File: src/rtl/load_store_unit_if.sv
// load_store_unit_if: request, data-memory and result signals of the load/store unit.
// Ports: requester side drives req_valid/req_store/funct3/addr/wdata, memory drives mem_rd;
//        the LSU drives mem_we/mem_be/mem_a/mem_wd, stall, rdata_valid/rdata and fault.
interface load_store_unit_if;
  // Memory-stage request
  logic        req_valid;
  logic        req_store;
  logic [2:0]  funct3;
  logic [31:0] addr;
  logic [31:0] wdata;
  // Data-memory port
  logic        mem_we;
  logic [3:0]  mem_be;
  logic [31:0] mem_a;
  logic [31:0] mem_wd;
  logic [31:0] mem_rd;
  // Pipeline control and load result
  logic        stall;
  logic        rdata_valid;
  logic [31:0] rdata;
  logic        fault;

  // Requester plus data memory (pipeline / testbench side)
  modport master (
    output req_valid, req_store, funct3, addr, wdata, mem_rd,
    input  mem_we, mem_be, mem_a, mem_wd, stall, rdata_valid, rdata, fault
  );

  // Load/store unit side
  modport slave (
    input  req_valid, req_store, funct3, addr, wdata, mem_rd,
    output mem_we, mem_be, mem_a, mem_wd, stall, rdata_valid, rdata, fault
  );
endinterface

File: src/rtl/load_store_unit.sv
// load_store_unit: RISC-V memory-stage load/store unit with byte/half/word access and fault detection.
// Ports: clk, rst_n (async active-low), bus (slave modport of load_store_unit_if).
// Stores complete in the request cycle; loads stall one cycle and return rdata in LOAD_WAIT.
module load_store_unit #(
  parameter int DEPTH_WORDS = 256
) (
  input  logic                     clk,
  input  logic                     rst_n,
  load_store_unit_if.slave         bus
);

  typedef enum logic {
    IDLE      = 1'b0,
    LOAD_WAIT = 1'b1
  } state_e;

  localparam logic [2:0] F3_B  = 3'b000;
  localparam logic [2:0] F3_H  = 3'b001;
  localparam logic [2:0] F3_W  = 3'b010;
  localparam logic [2:0] F3_BU = 3'b100;
  localparam logic [2:0] F3_HU = 3'b101;

  localparam logic [31:0] DEPTH_W = 32'(DEPTH_WORDS);

  state_e      state_q, state_d;
  logic [2:0]  f3_q, f3_d;
  logic [1:0]  off_q, off_d;

  logic        illegal;
  logic [7:0]  ld_byte;
  logic [15:0] ld_half;
  logic [31:0] ld_data;
  logic [31:0] st_data;

  logic        mem_we_c;
  logic [3:0]  mem_be_c;
  logic        stall_c;
  logic        rdata_valid_c;
  logic [31:0] rdata_c;
  logic        fault_c;

  // ---------------------------------------------------------------------------
  // Request legality
  // ---------------------------------------------------------------------------
  always_comb begin
    illegal = 1'b0;
    case (bus.funct3)
      F3_B, F3_BU: illegal = 1'b0;
      F3_H, F3_HU: illegal = bus.addr[0];
      F3_W:        illegal = (bus.addr[1:0] != 2'b00);
      default:     illegal = 1'b1;
    endcase
    // Unsigned variants only exist for loads
    if (bus.req_store && bus.funct3[2]) begin
      illegal = 1'b1;
    end
    if ({2'b00, bus.addr[31:2]} >= DEPTH_W) begin
      illegal = 1'b1;
    end
  end

  // ---------------------------------------------------------------------------
  // Store data lane replication (memory picks lanes via mem_be)
  // ---------------------------------------------------------------------------
  always_comb begin
    case (bus.funct3[1:0])
      2'b00:   st_data = {4{bus.wdata[7:0]}};
      2'b01:   st_data = {2{bus.wdata[15:0]}};
      default: st_data = bus.wdata;
    endcase
  end

  // ---------------------------------------------------------------------------
  // Load data extraction from the latched width code and byte offset
  // ---------------------------------------------------------------------------
  always_comb begin
    case (off_q)
      2'd0:    ld_byte = bus.mem_rd[7:0];
      2'd1:    ld_byte = bus.mem_rd[15:8];
      2'd2:    ld_byte = bus.mem_rd[23:16];
      default: ld_byte = bus.mem_rd[31:24];
    endcase
    ld_half = off_q[1] ? bus.mem_rd[31:16] : bus.mem_rd[15:0];

    case (f3_q)
      F3_B:    ld_data = {{24{ld_byte[7]}}, ld_byte};
      F3_BU:   ld_data = {24'd0, ld_byte};
      F3_H:    ld_data = {{16{ld_half[15]}}, ld_half};
      F3_HU:   ld_data = {16'd0, ld_half};
      F3_W:    ld_data = bus.mem_rd;
      default: ld_data = 32'd0;
    endcase
  end

  // ---------------------------------------------------------------------------
  // FSM: state register
  // ---------------------------------------------------------------------------
  always_ff @(posedge clk or negedge rst_n) begin
    if (!rst_n) begin
      state_q <= IDLE;
      f3_q    <= 3'b000;
      off_q   <= 2'b00;
    end else begin
      state_q <= state_d;
      f3_q    <= f3_d;
      off_q   <= off_d;
    end
  end

  // ---------------------------------------------------------------------------
  // FSM: next state
  // ---------------------------------------------------------------------------
  always_comb begin
    state_d = state_q;
    f3_d    = f3_q;
    off_d   = off_q;
    case (state_q)
      IDLE: begin
        if (bus.req_valid && !illegal && !bus.req_store) begin
          state_d = LOAD_WAIT;
          f3_d    = bus.funct3;
          off_d   = bus.addr[1:0];
        end
      end
      LOAD_WAIT: begin
        // Memory word arrives this cycle; the load is done regardless of inputs
        state_d = IDLE;
      end
      default: state_d = IDLE;
    endcase
  end

  // ---------------------------------------------------------------------------
  // FSM: outputs
  // ---------------------------------------------------------------------------
  always_comb begin
    mem_we_c      = 1'b0;
    mem_be_c      = 4'b0000;
    stall_c       = 1'b0;
    rdata_valid_c = 1'b0;
    rdata_c       = 32'd0;
    fault_c       = 1'b0;
    case (state_q)
      IDLE: begin
        if (bus.req_valid) begin
          if (illegal) begin
            fault_c = 1'b1;
          end else if (bus.req_store) begin
            mem_we_c = 1'b1;
            case (bus.funct3[1:0])
              2'b00:   mem_be_c = 4'b0001 << bus.addr[1:0];
              2'b01:   mem_be_c = 4'b0011 << bus.addr[1:0];
              default: mem_be_c = 4'b1111;
            endcase
          end else begin
            stall_c = 1'b1;
          end
        end
      end
      LOAD_WAIT: begin
        rdata_valid_c = 1'b1;
        rdata_c       = ld_data;
      end
      default: ;
    endcase
    // Input-driven outputs in IDLE would otherwise follow the request while
    // reset is held, so reset masks them directly rather than via state.
    if (!rst_n) begin
      mem_we_c      = 1'b0;
      mem_be_c      = 4'b0000;
      stall_c       = 1'b0;
      rdata_valid_c = 1'b0;
      rdata_c       = 32'd0;
      fault_c       = 1'b0;
    end
  end

  assign bus.mem_a       = {bus.addr[31:2], 2'b00};
  assign bus.mem_wd      = st_data;
  assign bus.mem_we      = mem_we_c;
  assign bus.mem_be      = mem_be_c;
  assign bus.stall       = stall_c;
  assign bus.rdata_valid = rdata_valid_c;
  assign bus.rdata       = rdata_c;
  assign bus.fault       = fault_c;

endmodule

File: src/flat_wrapper.sv
// flat-port wrapper written by rule: the top's interface ports become plain ports
module load_store_unit_flat 
#(
  parameter int DEPTH_WORDS = 256
)
  (clk, rst_n, bus_req_valid, bus_req_store, bus_funct3, bus_addr, bus_wdata, bus_mem_rd, bus_mem_we, bus_mem_be, bus_mem_a, bus_mem_wd, bus_stall, bus_rdata_valid, bus_rdata, bus_fault);
  load_store_unit_if bus_i ();
  input  logic clk;
  input  logic rst_n;
  input wire logic [$bits(bus_i.req_valid)-1:0] bus_req_valid;
  input wire logic [$bits(bus_i.req_store)-1:0] bus_req_store;
  input wire logic [$bits(bus_i.funct3)-1:0] bus_funct3;
  input wire logic [$bits(bus_i.addr)-1:0] bus_addr;
  input wire logic [$bits(bus_i.wdata)-1:0] bus_wdata;
  input wire logic [$bits(bus_i.mem_rd)-1:0] bus_mem_rd;
  output wire logic [$bits(bus_i.mem_we)-1:0] bus_mem_we;
  output wire logic [$bits(bus_i.mem_be)-1:0] bus_mem_be;
  output wire logic [$bits(bus_i.mem_a)-1:0] bus_mem_a;
  output wire logic [$bits(bus_i.mem_wd)-1:0] bus_mem_wd;
  output wire logic [$bits(bus_i.stall)-1:0] bus_stall;
  output wire logic [$bits(bus_i.rdata_valid)-1:0] bus_rdata_valid;
  output wire logic [$bits(bus_i.rdata)-1:0] bus_rdata;
  output wire logic [$bits(bus_i.fault)-1:0] bus_fault;
  assign bus_i.req_valid = bus_req_valid;
  assign bus_i.req_store = bus_req_store;
  assign bus_i.funct3 = bus_funct3;
  assign bus_i.addr = bus_addr;
  assign bus_i.wdata = bus_wdata;
  assign bus_i.mem_rd = bus_mem_rd;
  assign bus_mem_we = bus_i.mem_we;
  assign bus_mem_be = bus_i.mem_be;
  assign bus_mem_a = bus_i.mem_a;
  assign bus_mem_wd = bus_i.mem_wd;
  assign bus_stall = bus_i.stall;
  assign bus_rdata_valid = bus_i.rdata_valid;
  assign bus_rdata = bus_i.rdata;
  assign bus_fault = bus_i.fault;
  load_store_unit #(.DEPTH_WORDS(DEPTH_WORDS)) u_core (.clk(clk), .rst_n(rst_n), .bus(bus_i));
endmodule
File: config.mk
export PLATFORM = sky130hd
export DESIGN_NAME = load_store_unit_flat
export DESIGN_NICKNAME = d
export VERILOG_FILES = /design/src/rtl/load_store_unit_if.sv /design/src/rtl/load_store_unit.sv /design/src/flat_wrapper.sv
export SDC_FILE = /design/constraint.sdc
export NUM_CORES = 1
export LEC_CHECK = 0
export CAP_MARGIN = 0
export CORE_MARGIN = 2
export CORE_UTILIZATION = 25
export CTS_BUF_LIST = sky130_fd_sc_hd__clkbuf_16
export CTS_CLUSTER_DIAMETER = 40
export DETAILED_ROUTE_END_ITERATION = 6
export HOLD_SLACK_MARGIN = 0.03
export PLACE_DENSITY = 0.77
export RECOVER_POWER = 25
export SYNTH_ARGS = -nofsm -noshare
export SYNTH_HDL_FRONTEND = slang
export SYNTH_SLANG_ARGS = --single-unit
export TNS_END_PERCENT = 30
File: constraint.sdc
create_clock -name clk -period 1.85 [get_ports clk]
set_input_delay 0.37 -clock clk [delete_from_list [all_inputs] [get_ports clk]]
set_output_delay 0.37 -clock clk [all_outputs]
set_load 0.03 [all_outputs]
==> results.py <==
metrics = {
    "finish": {
        "drive_above_1_share": 0.639,
        "layout_common_cells": "buf_4, clkdlybuf4s50_1, buf_6, nand2_1, dlygate4sd2_1",
        "postLayoutCoreUtil": 0.691,
        "synthToLayoutAreaGrowth_pct": 167,
        "nets": 570,
        "instances_no_fill": 561,
        "fin_area_mm2": 0.00472,
        "layout_commonest_cell": "buf_4",
        "antenna_cells": 0,
    },
    "route": {
        "drt_wl_total_um": 9330,
        "detail-route-antenna-nets": 0,
        "via_per_inst": 5.01,
        "dr_total_vias": 2813,
        "wl_per_cell_um": 16.6,
        "drc": 0,
        "first_pass_iters": 4,
        "drt_iter0_drc": 165,
    },
    "clock_tree": {
        "clk_path_buf_depth": 2,
        "clock-sinks": 6,
        "worstSkewPairLatency_ns": 0.23,
        "cts_tree": "built",
        "postCtsHoldBufs": 0,
        "cts_made_buffers": 3,
        "htree_num_levels": 1,
        "clockRootBuffer": "clkbuf_16",
        "clkTransAtPathRegs_ns": 0.03,
    },
    "placed_design": {
        "placement.cell_area_mm2": 0.00413,
        "placed_cells": 534,
        "post-dp-hpwl_um": 6730,
        "io_buffers": 204,
        "place.gp.congestion": 0.807,
    },
    "grt": {
        "track_usage": 0.204,
        "antenna_found_initial": 0,
        "grt_pass1_vias": 2723,
        "grt_pass1_wl_um": 12600,
        "overflow": 0,
        "grt_max_degree": 25,
    },
    "logic_synthesis": {
        "synth_area_mm2": 0.00177,
        "synthDistinctLibCells": 37,
        "ys_top_cells_by_area": "buf_4, mux2_2, mux4_2",
        "yosys_warnings": 0,
        "synth.avg_cell_area_um2": 7.68,
        "seq_area_frac_synth": 0.0850,
        "synth_edf_count": 0,
        "yosys_most_used_dff": "dfrtp_1",
        "netlist_instances": 230,
        "ys_seq_elements": 6,
        "async_reset_ff_frac": 1.00,
        "synth_area_leader_cell": "buf_4",
        "synth_top_cell_area_share": 0.170,
    },
    "power": {
        "p_seq_frac": 0.101,
        "leakage_nw": 2.06,
        "worst_ir_drop_vdd_v": 0.000255,
        "power_density_mw_per_mm2": 277,
        "p_sw_frac": 0.370,
        "comb_power_share": 0.633,
        "p_clk_frac": 0.265,
        "p_switching_mw": 0.484,
        "internal_power_mw": 0.822,
    },
    "timing": {
        "rsz0062_at_grt": "yes",
        "drv_slew": 0,
        "clock.fmax_ghz": 0.431,
        "finalHoldViolations": 0,
        "finalCritPeriodShare": 1.25,
        "finalClockSkew_ns": 0.000377,
        "holdWs_ns": 0.331,
        "worst_slack_ns": -0.469,
        "setup_viol": 44,
        "fin_setup_tns_ns": -14.44,
        "period_minus_slack_ns": 2.32,
    },
    "run": {
        "max_cap_viol_count": 0,
    },
    "die": {
        "boundaryPins": 207,
        "die-area_mm2": 0.00776,
        "dieWidth_um": 88.1,
        "rows": 30,
        "coreArea_mm2": 0.00683,
        "die_y_um": 88.1,
        "initial_utilization": 0.259,
    },
    "critical_path": {
        "r2r-end": "u_core.f3_q[0]$_DFFE_PN0P_",
        "cp.required_ns": 1.48,
        "ff2ff_path_depth": 7,
        "cp-start-kind": "primary input",
        "crit_fanout": 5,
        "startpoint": "bus_addr[27]",
        "rr_startpoint": "u_core.state_q$_DFF_PN0_",
        "cp-end-kind": "output port",
        "crit_type": "primary input to output port",
        "reg2reg_slack_ns": 0.10,
        "critPathSlowestCell": "or4b_4",
        "cpPeakStageDelay_ns": 0.57,
        "path_cells": "clkbuf_2 > nor4_4 > nand3_2 > or4b_4 > buf_8 > a211oi_4 > buf_6",
        "arrival_ns": 1.95,
    },
    "hold_path": {
        "hp-class": "primary input to asynchronous set/reset pin",
    },
    "status": {
        "status": "complete, but fails checks",
        "failed_checks": "negative setup slack",
    },
}
-- cell families after synthesis --
kind of cell,Yosys count,synth area share
AND/OR/NAND/NOR,66,0.199
AO/OA/AOI/OAI,60,0.220
buffers and inverters,59,0.214
multiplexers,38,0.280
flip-flops,6,0.0850
other,1,0.00212
-- through the flow --
step / power [mW] / worst slack, ns
2_1_floorplan: 0.525 / -0.301
3_3_place_gp: 0.931 / -1.10
3_5_place_dp: 0.939 / -1.13
4_1_cts: 1.30 / -0.526
5_1_grt: 1.36 / -0.534
6_report: 1.31 / -0.469
-- worst max path at each step --
stage               slack [ns]  cells after the start       endpoint
finish                   -0.47                      7  bus_mem_be[2]
global route             -0.53                      6   bus_rdata[1]
CTS                      -0.53                      7  bus_mem_be[2]
detailed placement       -1.13                      6      bus_fault
global placement         -1.10                      6      bus_fault
floorplan                -0.30                      5  bus_mem_be[2]
-- per-layer routing --
| metal | vias to the layer above | part of all wire | global-route usage |
|---|---|---|---|
| li1 | 1298 | - | - |
| met1 | 1340 | 0.37 | 0.233 |
| met2 | 165 | 0.54 | 0.403 |
| met3 | 10 | 0.076 | 0.0292 |
| met4 | 0 | 0.012 | 0.0344 |
| met5 | - | 0 | 0 |
-- power groups by stage --
| stage | sequential, mW | combinational, mW | clock [mW] |
|---|---|---|---|
| after floorplan | 0.134 | 0.391 | 0 |
| after global placement | 0.134 | 0.797 | 0 |
| after CTS | 0.132 | 0.817 | 0.351 |
| after detailed placement | 0.134 | 0.805 | 0 |
| final | 0.132 | 0.827 | 0.347 |
| after global routing | 0.132 | 0.866 | 0.363 |
-- critical path, delay by kind of cell --
family | cells | cell delay, ns
compound gates | 1 | 0.16
buf+inv | 3 | 0.44
simple gates | 3 | 0.98
-- what timing repair did --
| item | 4_1_cts | 5_1_grt |
|---|---|---|
| setup endpoints to repair | 68 | 56 |
| cloned | 1 | 1 |
| pin swaps | 21 | 27 |
| buffers inserted | 12 | 13 |
| resized for setup | 310 | 53 |
-- sequential cells by signal, indices dropped and copies added (netlist names) --
name and count:
u_core.f3_q 3, u_core.off_q 2, u_core.state_q 1
-- cell type report --
cell class              count  area (µm²)
multi-input cells         166        1700
flip-flops and latches      6         154
repair buffers            286        2660
clock buffers               3        75.1
inverters                   4        15.0
well taps                  96         120
fillers                   508        2110
-- synth_stat cells, types with 6 or more instances --
cell / n
nand2_1: 27
a222oi_1: 8
nor2_1: 13
mux2i_1: 10
clkbuf_1: 8
nor4_1: 6
mux2_2: 21
buf_4: 40
a21oi_1: 28
dfrtp_1: 6
a22oi_1: 7
mux4_2: 7
o21ai_0: 9
Note: power is estimated with default switching activity, not from simulation.
==> edit 1, RTL diff (same settings) <==
`DEPTH_WORDS` is set to 256 in 2 places; all go to 192.
--- a/src/rtl/load_store_unit.sv
+++ b/src/rtl/load_store_unit.sv
@@ -2,7 +2,7 @@
 // Ports: clk, rst_n (async active-low), bus (slave modport of load_store_unit_if).
 // Stores complete in the request cycle; loads stall one cycle and return rdata in LOAD_WAIT.
 module load_store_unit #(
-  parameter int DEPTH_WORDS = 256
+  parameter int DEPTH_WORDS = 192
 ) (
   input  logic                     clk,
   input  logic                     rst_n,
--- a/src/flat_wrapper.sv
+++ b/src/flat_wrapper.sv
@@ -1,7 +1,7 @@
 // flat-port wrapper written by rule: the top's interface ports become plain ports
 module load_store_unit_flat 
 #(
-  parameter int DEPTH_WORDS = 256
+  parameter int DEPTH_WORDS = 192
 )
   (clk, rst_n, bus_req_valid, bus_req_store, bus_funct3, bus_addr, bus_wdata, bus_mem_rd, bus_mem_we, bus_mem_be, bus_mem_a, bus_mem_wd, bus_stall, bus_rdata_valid, bus_rdata, bus_fault);
   load_store_unit_if bus_i ();
Behaviour: not the same (Yosys sat finds a counterexample within 4 cycles, from zero or initial values and one cycle with rst_n low).
==> edit 1 against the unedited design <==
- the flow finishes with violations (design-rule violations, negative setup slack)
- via count fell by 4.2%
- worst setup slack improved by 0.020 ns
- utilization fell by 4.4 points
- routed wire length fell by 5.3%
- clock skew rose by 0.0021 ns
- sequential cell count did not move
- area after synthesis did not move
- cell area fell by 6.4%
- power fell by 2.8%
- largest cell class unchanged
- largest power group unchanged
- highest routed layer unchanged
==> edit 1: results (changes against the unedited design) <==
Final #Nets 555 (was 570); Clock Skews 0.002472 ns (was 0.0003765 ns); Routed WL per cell 16.19 um (was 16.64 um); failing checks design-rule violations, negative setup slack (was negative setup slack); Crit path max-delay family buffers and inverters (was simple AND/OR/NAND/NOR gates); Final GP Congestion 0.9579 (was 0.8071); Tot GR Track Use 20.76% (was 20.39%); Pleak 1.979 nW (was 2.058 nW); placed cell areas 3989 um^2 (was 4129 um^2); syn_area_per_cell 7.783 um^2 (was 7.681 um^2); met3 routed WL 712 um (was 706 um); 1st-iter DRT viols 217 (was 165); met2 wire length 4722 um (was 5052 um); global-route wire length before repair 12800 um (was 12630 um); final setup violating endpoints 39 (was 44); most instantiated cells after synthesis 42 x buf_4, 28 x nand2_1, 24 x a21oi_1 (was 40 x buf_4, 28 x a21oi_1, 27 x nand2_1); final WL 8839 um (was 9333 um); top cells by area, synth buf_4 18%, mux2_2 10%, mux4_2 8.9%, dfrtp_1 8.5%, a21oi_1 6.8% (was buf_4 17%, mux2_2 13%, mux4_2 8.9%, dfrtp_1 8.5%, a21oi_1 7.9%); Crit-path slowest cell dfrtp_1 (was or4b_4); Via-to-Cell Ratio 4.936 (was 5.014); First-pass DRT Iterations 7 (was 4); mux cell area share after synthesis 28.05% (was 27.97%); peak per-stage delay on the critical path 0.42 ns (was 0.57 ns); post-route DRC violation count 14 (was 0); share of cells above drive strength 1 56.44% (was 63.87%); post-DP HPWL 6801 um (was 6732 um); status complete, but fails checks (unchanged); Layout area overhead 150.2% (was 167.4%); Final WS setup -0.4492 ns (was -0.4693 ns)
## edit 1: cell count changes after synthesis, moves of 3 or more
cell,unedited run,this run
mux2_1,0,6
mux2_2,21,16
a21oi_1,28,24
nor2_1,13,16
nor3_1,3,0
## edit 1: power by group through the flow
stage	Clock, mW	Combinational, mW	Sequential (mW)
floorplan	0	0.384	0.134
global placement	0	0.764	0.134
detailed placement	0	0.772	0.134
CTS	0.357	0.788	0.132
global route	0.361	0.827	0.132
finish	0.353	0.784	0.132
## edit 1: what timing repair did
action	CTS	global route
cloned	2	0
setup endpoints to repair	68	53
gates resized for setup	148	59
setup buffers	9	4
endpoints found under the hold margin	0	0
pin swaps	30	10
## edit 1: layout make-up
type | count | share of cell area [%]
repair buffers | 273 | 57.01
multi-input cells | 166 | 35.01
flip-flops and latches | 6 | 3.397
well taps | 96 | 2.717
clock buffers | 3 | 1.698
inverters | 2 | 0.1698
## edit 1: final timing paths
check,slack (ns),cells past startpoint,start,endpoint
worst min-delay path,0.52,3,rst_n,u_core.f3_q[2]$_DFFE_PN0P_
worst min register to register,0.66,2,u_core.f3_q[2]$_DFFE_PN0P_,u_core.f3_q[2]$_DFFE_PN0P_
max in group asynchronous,1.08,3,rst_n,u_core.f3_q[0]$_DFFE_PN0P_
worst max-delay path,-0.45,8,u_core.off_q[1]$_DFFE_PN0P_,bus_rdata[27]
worst max register to register,0.29,4,u_core.state_q$_DFF_PN0_,u_core.off_q[1]$_DFFE_PN0P_
min in group clk,0.57,3,bus_addr[1],u_core.off_q[1]$_DFFE_PN0P_
## edit 1: metal layers
layer | vias up | global-route usage (%)
li1 | 1262 | -
met4 | 0 | 5.234
met2 | 157 | 39.60
met5 | - | 0
met1 | 1259 | 23.80
met3 | 17 | 3.582
==> edit 2, RTL diff (config.mk and constraints unchanged) <==
Made on the original files. Reset style: synchronous (`rst_n`), changed in one clocked block. Comments in the files are not updated.
--- a/src/rtl/load_store_unit.sv
+++ b/src/rtl/load_store_unit.sv
@@ -95,7 +95,7 @@
   // ---------------------------------------------------------------------------
   // FSM: state register
   // ---------------------------------------------------------------------------
-  always_ff @(posedge clk or negedge rst_n) begin
+  always_ff @(posedge clk) begin
     if (!rst_n) begin
       state_q <= IDLE;
       f3_q    <= 3'b000;
Formal check against the unedited RTL: same outputs for any inputs over 10 cycles, from zero or initial values and one cycle with rst_n low; that may be too few to reach the edited logic, so the function may still have changed.
==> edit 2 against the unedited design <==
- the flow still finishes with violations (negative setup slack)
- sequential cell count did not move
- worst setup slack improved by 0.0086 ns
- cell area fell by 7.8%
- clock skew barely moved
- routed wire length fell by 7.0%
- power fell by 4.1%
- area after synthesis rose by 6.6%
==> edit 2: results (changes against the unedited design) <==
status complete, but fails checks (unchanged); failing checks negative setup slack (unchanged); Tot GR Track Use 20.42% (was 20.39%); worst r2r src u_core.state_q$_SDFF_PP0_ (was u_core.state_q$_DFF_PN0_); DRT met1 WL 3225 um (was 3466 um); placed cell areas 4060 um^2 (was 4129 um^2); postcts setup bufs 3 (was 12); pin count of the biggest net entering global routing 19 (was 25); CTS root buf clkbuf_16 (unchanged); final setup violating endpoints 48 (was 44); Cell variety after synth 33 (was 37); ys flop type dfxtp_1 (was dfrtp_1); post-placement setup slack -1.194 ns (was -1.129 ns); met3 routed WL 680 um (was 706 um); top flop regs u_core.f3_q x3, u_core.off_q x2, u_core.state_q x1 (unchanged); met1 usage 22.96% (was 23.29%); met2 Use GR 38.87% (was 40.29%); Pleak 2.058 nW (about the same); vias in the first global route 2903 (was 2723); post-CTS resize count 237 (was 310); global-route wire length before repair 14030 um (was 12630 um); met2 wire length 4665 um (was 5052 um); Final #Nets 568 (was 570); most instantiated cells after synthesis 41 x buf_4, 29 x nand2_1, 24 x mux2_2 (was 40 x buf_4, 28 x a21oi_1, 27 x nand2_1); maximum vdd drop 0.0002552 V (was 0.0002548 V); Worst Hold Class register to register (was primary input to asynchronous set/reset pin); share of cells above drive strength 1 58.32% (was 63.87%); H-tree levels 1 (unchanged); Post-Synthesis Cells 241 (was 230); final WL 8682 um (was 9333 um); register area share after synthesis 6.379% (was 8.499%); Async SR Flop Fraction 0% (was 100.0%); Crit. Startpoint bus_addr[29] (was bus_addr[27]); R2R setup slack 0.31 ns (was 0.10 ns); setup TNS -12.80 ns (was -14.44 ns); Min Hold Slack 0.4816 ns (was 0.3312 ns); Non-Filler Instances 562 (was 561); top cells by area, synth buf_4 16%, mux2_2 14%, mux4_2 9.6%, mux2i_1 7.4%, a21o_1 6.8% (was buf_4 17%, mux2_2 13%, mux4_2 8.9%, dfrtp_1 8.5%, a21oi_1 7.9%); FF-to-FF End u_core.f3_q[0]$_SDFFE_PN0P_ (was u_core.f3_q[0]$_DFFE_PN0P_); Final GP Congestion 0.8052 (was 0.8071); Final WS setup -0.4608 ns (was -0.4693 ns); Clock Skews 0.0004551 ns (was 0.0003765 ns); post-DP HPWL 6970 um (was 6732 um); 1st-iter DRT viols 106 (was 165)
## edit 2: cell count changes in the layout (fill, tap and decap cells not counted), sizes merged, moves of 7 or more
cell | unedited run | this run
clkdlybuf4s50 | 59 | 37
a21oi | 28 | 17
a22oi | 7 | 15
buf | 188 | 170
a21o | 0 | 17
clkdlybuf4s15 | 5 | 19
a222oi | 8 | 1
dlygate4sd2 | 16 | 33
## edit 2: worst max-delay path by stage
stage / to / slack (ns)
floorplan: bus_mem_be[0] / -0.29
global placement: bus_fault / -1.14
detailed placement: bus_fault / -1.19
CTS: bus_mem_be[3] / -0.47
global route: bus_mem_be[3] / -0.55
finish: bus_mem_be[3] / -0.46
## edit 2: critical path: stages
cell     delay [ns]
buf_8          0.10
nor4_4         0.27
nand4_1        0.18
or4b_4         0.53
buf_8          0.16
nor3_4         0.18
buf_6          0.16
## edit 2: cell families (layout without fill, tap and decap cells)
group / count (synthesis) / after routing / share of synthesized area [%]
buffers and inverters: 58 / 279 / 20.53
AND/OR/NAND/NOR: 68 / 68 / 19.67
flip-flops: 6 / 6 / 6.379
other: 1 / 2 / 0.1991
multiplexers: 46 / 46 / 31.36
AO/OA/AOI/OAI: 62 / 62 / 21.86
## edit 2: power by group
group          internal [mW]  switching, mW
sequential             0.129  0.00000000529
combinational          0.379          0.395
clock                  0.277         0.0724
## edit 2: area by class of cell
| type | count | area, um^2 |
|---|---|---|
| Sequential cell | 6 | 127.6 |
| Inverter | 1 | 3.754 |
| Tap cell | 99 | 123.9 |
| Clock buffer | 3 | 75.07 |
| Timing Repair Buffer | 275 | 2395 |
| Multi-Input combinational cell | 178 | 1630 |
| Fill cell | 666 | 2937 |
